## config.mk

```make
export PLATFORM = sky130hd
export DESIGN_NAME = i2c_bus_arbiter
export DESIGN_NICKNAME = d
export VERILOG_FILES = /design/src/rtl/i2c_cfg_pkg.sv /design/src/rtl/i2c_rr_arbiter.sv /design/src/rtl/i2c_bus_arbiter.sv
export SDC_FILE = /design/constraint.sdc
export NUM_CORES = 1
export LEC_CHECK = 0
export BUFFER_PORTS_ARGS = -buffer_cell sky130_fd_sc_hd__buf_4
export CAP_MARGIN = 20
export CELL_PAD_IN_SITES_DETAIL_PLACEMENT = 0
export CELL_PAD_IN_SITES_GLOBAL_PLACEMENT = 1
export CORE_UTILIZATION = 38
export DETAILED_ROUTE_END_ITERATION = 8
export GPL_TIMING_DRIVEN = 0
export HOLD_SLACK_MARGIN = 0.03
export PLACE_DENSITY = 0.83
export SYNTH_ARGS = -nofsm -noshare
export SYNTH_HDL_FRONTEND = slang
export SYNTH_SLANG_ARGS = --single-unit
```

## constraint.sdc

```tcl
create_clock -name iCLK -period 3.9 [get_ports iCLK]
set_input_delay 0.39 -clock iCLK [delete_from_list [all_inputs] [get_ports iCLK]]
set_output_delay 0.39 -clock iCLK [all_outputs]
set_load 0.01 [all_outputs]
```

## src/rtl/i2c_cfg_pkg.sv

```systemverilog
// Shared types and constants for the I2C configuration-bus arbiter.
// Defines the arbiter FSM states and the controller word format.
package i2c_cfg_pkg;

    localparam int         I2C_WORD_W      = 24;
    localparam logic [7:0] HDMI_SLAVE_ADDR = 8'h72;

    typedef enum logic [2:0] {
        IDLE,
        LOAD,
        WAIT_START,
        WAIT_END,
        GAP,
        FINISH
    } arb_state_e;

endpackage

```

## src/rtl/i2c_rr_arbiter.sv

```systemverilog
// Combinational round-robin pick: the first active request at or after the
// pointer wins, with the search wrapping from N_REQ-1 back to 0.
module i2c_rr_arbiter #(
    parameter int N_REQ = 4,
    parameter int PTR_W = $clog2(N_REQ)
) (
    input  logic [N_REQ-1:0] req_i,
    input  logic [PTR_W-1:0] ptr_i,
    output logic [N_REQ-1:0] gnt_o,
    output logic [PTR_W-1:0] idx_o,
    output logic             valid_o
);

    int   cand;
    logic found;

    always_comb begin
        // NOTE: every output gets a default before the loop, so no latch is inferred.
        gnt_o   = '0;
        idx_o   = '0;
        valid_o = 1'b0;
        found   = 1'b0;
        cand    = 0;
        for (int k = 0; k < N_REQ; k++) begin
            cand = int'(ptr_i) + k;
            if (cand >= N_REQ) begin
                cand = cand - N_REQ;
            end
            if (!found && req_i[cand]) begin
                found       = 1'b1;
                valid_o     = 1'b1;
                gnt_o[cand] = 1'b1;
                idx_o       = PTR_W'(cand);
            end
        end
    end

endmodule

```

## src/rtl/i2c_bus_arbiter.sv

```systemverilog
// Shares one 24-bit I2C write controller between N_REQ configuration
// requesters: round-robin grant, GO/END handshake, NACK retry and timeout.
module i2c_bus_arbiter
    import i2c_cfg_pkg::*;
#(
    parameter int N_REQ       = 4,
    parameter int MAX_RETRY   = 3,
    parameter int GAP_CYC     = 1000,
    parameter int TIMEOUT_CYC = 1 << 20
) (
    input  logic                          iCLK,
    input  logic                          iRST_N,
    input  logic [N_REQ-1:0]              iREQ,
    input  logic [I2C_WORD_W*N_REQ-1:0]   iDATA,
    output logic [N_REQ-1:0]              oGNT,
    output logic [N_REQ-1:0]              oDONE,
    output logic [N_REQ-1:0]              oERR,
    output logic                          oBUSY,
    output logic [I2C_WORD_W-1:0]         oI2C_DATA,
    output logic                          oI2C_GO,
    input  logic                          iI2C_END,
    input  logic                          iI2C_ACK
);

    localparam int PTR_W   = $clog2(N_REQ);
    localparam int RETRY_W = (MAX_RETRY < 1) ? 1 : $clog2(MAX_RETRY + 1);
    localparam int GAP_W   = $clog2(GAP_CYC + 1);
    localparam int TMO_W   = $clog2(TIMEOUT_CYC + 1);

    localparam logic [PTR_W-1:0]   PTR_LAST  = PTR_W'(N_REQ - 1);
    localparam logic [RETRY_W-1:0] RETRY_MAX = RETRY_W'(MAX_RETRY);
    localparam logic [GAP_W-1:0]   GAP_LAST  = GAP_W'(GAP_CYC - 1);
    localparam logic [TMO_W-1:0]   TMO_LAST  = TMO_W'(TIMEOUT_CYC - 1);

    arb_state_e              state_q, state_d;
    logic [N_REQ-1:0]        gnt_q, gnt_d;
    logic [PTR_W-1:0]        idx_q, idx_d;
    logic [PTR_W-1:0]        ptr_q, ptr_d;
    logic [I2C_WORD_W-1:0]   data_q, data_d;
    logic [RETRY_W-1:0]      retry_q, retry_d;
    logic [GAP_W-1:0]        gap_q, gap_d;
    logic [TMO_W-1:0]        tmo_q, tmo_d;
    logic                    err_q, err_d;

    logic                    end_meta_q, end_sync_q;
    logic                    ack_meta_q, ack_sync_q;

    logic [N_REQ-1:0]        arb_gnt;
    logic [PTR_W-1:0]        arb_idx;
    logic                    arb_valid;
    logic                    tmo_hit;
    logic [N_REQ-1:0]        done_vec;

    i2c_rr_arbiter #(
        .N_REQ (N_REQ),
        .PTR_W (PTR_W)
    ) u_rr (
        .req_i   (iREQ),
        .ptr_i   (ptr_q),
        .gnt_o   (arb_gnt),
        .idx_o   (arb_idx),
        .valid_o (arb_valid)
    );

    assign tmo_hit = (tmo_q == TMO_LAST);

    always_comb begin
        state_d = state_q;
        gnt_d   = gnt_q;
        idx_d   = idx_q;
        ptr_d   = ptr_q;
        data_d  = data_q;
        retry_d = retry_q;
        gap_d   = gap_q;
        tmo_d   = tmo_q;
        err_d   = err_q;

        case (state_q)
            IDLE: begin
                if (arb_valid) begin
                    gnt_d   = arb_gnt;
                    idx_d   = arb_idx;
                    data_d  = iDATA[int'(arb_idx)*I2C_WORD_W +: I2C_WORD_W];
                    retry_d = '0;
                    err_d   = 1'b0;
                    state_d = LOAD;
                end
            end

            LOAD: begin
                tmo_d   = '0;
                state_d = WAIT_START;
            end

            // Timeout is checked first: a hung controller aborts without retry.
            WAIT_START: begin
                if (tmo_hit) begin
                    err_d   = 1'b1;
                    gnt_d   = '0;
                    state_d = FINISH;
                end else begin
                    tmo_d = tmo_q + TMO_W'(1);
                    if (!end_sync_q) begin
                        state_d = WAIT_END;
                    end
                end
            end

            WAIT_END: begin
                if (tmo_hit) begin
                    err_d   = 1'b1;
                    gnt_d   = '0;
                    state_d = FINISH;
                end else begin
                    tmo_d = tmo_q + TMO_W'(1);
                    if (end_sync_q) begin
                        if (!ack_sync_q) begin
                            err_d   = 1'b0;
                            gnt_d   = '0;
                            state_d = FINISH;
                        end else if (retry_q < RETRY_MAX) begin
                            retry_d = retry_q + RETRY_W'(1);
                            gap_d   = '0;
                            state_d = GAP;
                        end else begin
                            err_d   = 1'b1;
                            gnt_d   = '0;
                            state_d = FINISH;
                        end
                    end
                end
            end

            GAP: begin
                if (gap_q == GAP_LAST) begin
                    state_d = LOAD;
                end else begin
                    gap_d = gap_q + GAP_W'(1);
                end
            end

            FINISH: begin
                ptr_d   = (idx_q == PTR_LAST) ? '0 : idx_q + PTR_W'(1);
                state_d = IDLE;
            end

            default: state_d = IDLE;
        endcase
    end

    always_ff @(posedge iCLK or negedge iRST_N) begin
        if (!iRST_N) begin
            state_q    <= IDLE;
            gnt_q      <= '0;
            idx_q      <= '0;
            ptr_q      <= '0;
            data_q     <= '0;
            retry_q    <= '0;
            gap_q      <= '0;
            tmo_q      <= '0;
            err_q      <= 1'b0;
            end_meta_q <= 1'b0;
            end_sync_q <= 1'b0;
            ack_meta_q <= 1'b0;
            ack_sync_q <= 1'b0;
        end else begin
            // NOTE: non-blocking assignments so every flop samples the pre-edge values.
            state_q    <= state_d;
            gnt_q      <= gnt_d;
            idx_q      <= idx_d;
            ptr_q      <= ptr_d;
            data_q     <= data_d;
            retry_q    <= retry_d;
            gap_q      <= gap_d;
            tmo_q      <= tmo_d;
            err_q      <= err_d;
            end_meta_q <= iI2C_END;
            end_sync_q <= end_meta_q;
            ack_meta_q <= iI2C_ACK;
            ack_sync_q <= ack_meta_q;
        end
    end

    // Outputs decode straight from state so reset drops GO/GNT/BUSY at once.
    always_comb begin
        done_vec = '0;
        if (state_q == FINISH) begin
            done_vec[idx_q] = 1'b1;
        end
    end

    assign oGNT      = gnt_q;
    assign oDONE     = done_vec;
    assign oERR      = err_q ? done_vec : '0;
    assign oBUSY     = (state_q != IDLE);
    assign oI2C_GO   = (state_q == LOAD) || (state_q == WAIT_START) || (state_q == WAIT_END);
    assign oI2C_DATA = data_q;

endmodule
```

==> results by group <==
Run status
  • Status: finished, final reports clean

Routing
  • Vias per cell: 5.32
  • Drt wl/cell: 15.4 um
  • Vias: 4107
  • Drt drc: 0
  • Starting DRT DRC Count: 251
  • Post-Route WL: 11.9 mm
  • DRT Pass-1 Iters: 5
  • Final ANT Viol Nets: 0

STA
  • Fin crit period: 3.29 ns
  • Final Hold Slack: 0.161 ns
  • Worst Slack Setup Final: 0.610 ns
  • Hold Violations, Final: 0
  • Final Max Slew Viols: 0
  • Highest Clock Rate: 304 MHz
  • Setup TNS: 0 ns
  • Worst Skew: 0.00775 ns
  • RSZ-0062 raised after global routing: false
  • Slew HR: 36.6%
  • Tcrit/Tclk final: 84.4%
  • Worst-Margin Slew: 0.951 ns
  • Final Setup Violations: 0

Floorplanning
  • Core area: 11400 um2
  • Num ports: 142
  • Row count: 39
  • Die Ht: 110 um
  • Die area: 12100 um2
  • Initial Util: 38.9%
  • Die Span X: 110 um

Final layout
  • Final std cells w/o fill: 772
  • Storage element area: 1830 um2
  • Share of layout cells above drive strength 1: 28.9%
  • Layout fillers: 1062
  • Ant diodes: 0
  • Multi-input logic area: 2430 um2
  • Post-route cell area: 5990 um2
  • Final-stage net count: 739
  • Synthesis-to-layout area growth: 34.8%

Worst setup path
  • Worst path bufs/invs: 4
  • Maximum fanout along the worst path: 10
  • Cell breakdown of the critical path: buf_2 > inv_1 > ha_1 > mux4_2 > nor2b_1 > o21ai_1 > o21ai_0 > and2_1 > clkbuf_1 > buf_2 > a221oi_1
  • Setup CP Type: flop to flop
  • Worst path most repeated cell: buf_2
  • Critical Path Max Stage Delay: 0.60 ns
  • CP Data Required Time: 4.07 ns
  • Crit end category: flop
  • CP delay by family, top: buffers and inverters
  • Startpoint type of the worst setup path: flop
  • Flop-to-flop setup slack: 0.61 ns
  • Slowest CP cell: mux4_2
  • WP data arrival: 3.46 ns

Synthesis
  • Post-Syn Area: 4450 um2
  • Number of synthesized register bits: 73
  • Synth Area per Inst: 9.44 um2
  • Synth area leaders: dfrtp_1, mux2i_1, a221oi_1
  • Ys flop type: dfrtp_1
  • Post-synthesis cell count: 471
  • Area share of the largest cell type after synthesis: 41.1%
  • Asr flop ratio synth: 100%
  • Seq/Total Area, Yosys: 41.1%
  • Syn_nets: 586
  • EDFF count, synth: 0
  • YS warnings: 0
  • Synth area leader: dfrtp_1
  • Netlist cell types: 53

CTS
  • H-tree levels: 3
  • Clock transition at the registers of the reported paths: 0.06 ns
  • Cts hold-fix bufs: 0
  • Clk sinks: 73
  • CTS tree: done
  • Clk buf depth: 2
  • Setup Fix Bufs, Post-CTS: 0
  • Clock Tree Root: clkbuf_16
  • # resized after CTS: 0
  • TritonCTS buffer count: 9
  • Worst skew pair latency: 0.33 ns

Global routing
  • Grt total ovfl: 0
  • First-pass GRT wire length: 19.0 mm
  • Initial antenna violation count: 0
  • GRT Total Usage: 20.3%
  • Vias in the first global route: 3976
  • Largest net degree at the start of global routing: 74

Placement
  • Post-DP HPWL: 9.10 mm
  • Dpl cells: 756
  • Port Buffer Count: 141
  • Area after DPL: 5690 um2
  • Placer Congestion: 0.829
  • Dpl ws: 0.635 ns

Power and ir drop
  • Leak: 0.00269 uW
  • PwrDens: 703 nW/um2
  • Max IR drop VDD: 341 uV

Worst hold path
  • Worst hold path class: primary input to flop

Job
  • Max-cap check violation count: 0
[state kept, by name (all words and copies together), names as in the netlist, 2 cells and up]
register,count
oI2C_DATA,24
tmo_q,21
gap_q,10
oGNT,4
state_q,3
idx_q,2
ptr_q,2
retry_q,2
[worst paths after layout]
| check | depth (start not counted) | end | from |
|---|---|---|---|
| max | 11 | oI2C_DATA[9] | ptr_q[0] |
| min | 1 | end_meta_q | iI2C_END |
| max reg2reg | 11 | oI2C_DATA[9] | ptr_q[0] |
| min reg2reg | 0 | end_sync_q | end_meta_q |
| max in group asynchronous | 1 | tmo_q[10] | iRST_N |
| min in group asynchronous | 1 | oI2C_DATA[10] | iRST_N |
[stage by stage]
stage	total power (uW)	utilization [%]
floorplan	2660	-
global placement	3350	49.8
detailed placement	3380	49.8
CTS	4240	52.5
global route	4520	52.5
finish	4210	52.5
[power by group]
group          switching [uW]  internal [uW]
Sequential                182           1010
Combinational            1190           1000
Clock                     325            514
Total                    1690           2520
[cells in the mapped netlist (all sizes together), types with 3 or more instances]
cell	n
dfrtp	73
nor2	71
mux2i	48
a221oi	31
nand2	31
o21ai	23
a21oi	19
xor2	15
buf	14
clkbuf	14
inv	14
ha	11
nand4	11
or3	9
and2	8
and3	6
nand3	6
nor2b	6
a22oi	5
nor3	5
nor4	5
o22ai	5
xnor2	5
o31ai	4
mux2	3
mux4	3
[worst register-to-register path, delay by kind of cell (launching register included)]
family	cells	cell delay (ns)
compound gates	3	0.38
fa+ha+maj	1	0.39
mux	1	0.60
buf+inv	4	0.91
flops	1	0.37
simple gates	2	0.49
[logic make-up after synthesis]
family                   after synthesis  synth area share (%)
buffers and inverters                 42                  4.17
XOR/XNOR                              20                  3.94
adder cells (fa/ha/maj)               11                  3.10
multiplexers                          54                  13.1
AND/OR/NAND/NOR                      172                  18.7
AO/OA/AOI/OAI                         99                  15.9
flip-flops                            73                  41.1
[metal layers]
layer	global-route usage, %	vias to the layer above	share of wire [%]
met5	0	-	0
met4	6.48	0	1.3
met3	4.17	10	4.8
met2	33.0	122	49
met1	27.0	1950	45
li1	-	2025	-
[placed cells by master (no fill, tap or decap), drive strengths merged, types with 3 or more instances in the layout]
| cell | count |
|---|---|
| clkinv | 3 |
| mux2 | 3 |
| dfrtp | 73 |
| nand4 | 11 |
| xor2 | 15 |
| o21ai | 23 |
| nor4 | 5 |
| a21oi | 19 |
| ha | 11 |
| a221oi | 31 |
| clkbuf | 24 |
| nor2b | 6 |
| o31ai | 4 |
| a22oi | 5 |
| and2 | 8 |
| xnor2 | 5 |
| o22ai | 5 |
| nor3 | 5 |
| inv | 15 |
| and3 | 6 |
| nor2 | 71 |
| mux2i | 48 |
| buf | 156 |
| or3 | 9 |
| nand3 | 6 |
| mux4 | 3 |
| nand2 | 31 |
[layout make-up]
class | count | share of cell area [%]
Clock inverter | 6 | 1.09
Clock buffer | 10 | 3.99
Timing Repair Buffer | 142 | 17.7
Inverter | 14 | 0.877
Tap cell | 143 | 2.99
Buffer | 28 | 2.21
Sequential cell | 73 | 30.5
Multi-Input combinational cell | 356 | 40.6
Power figures use the tool's default switching activity.
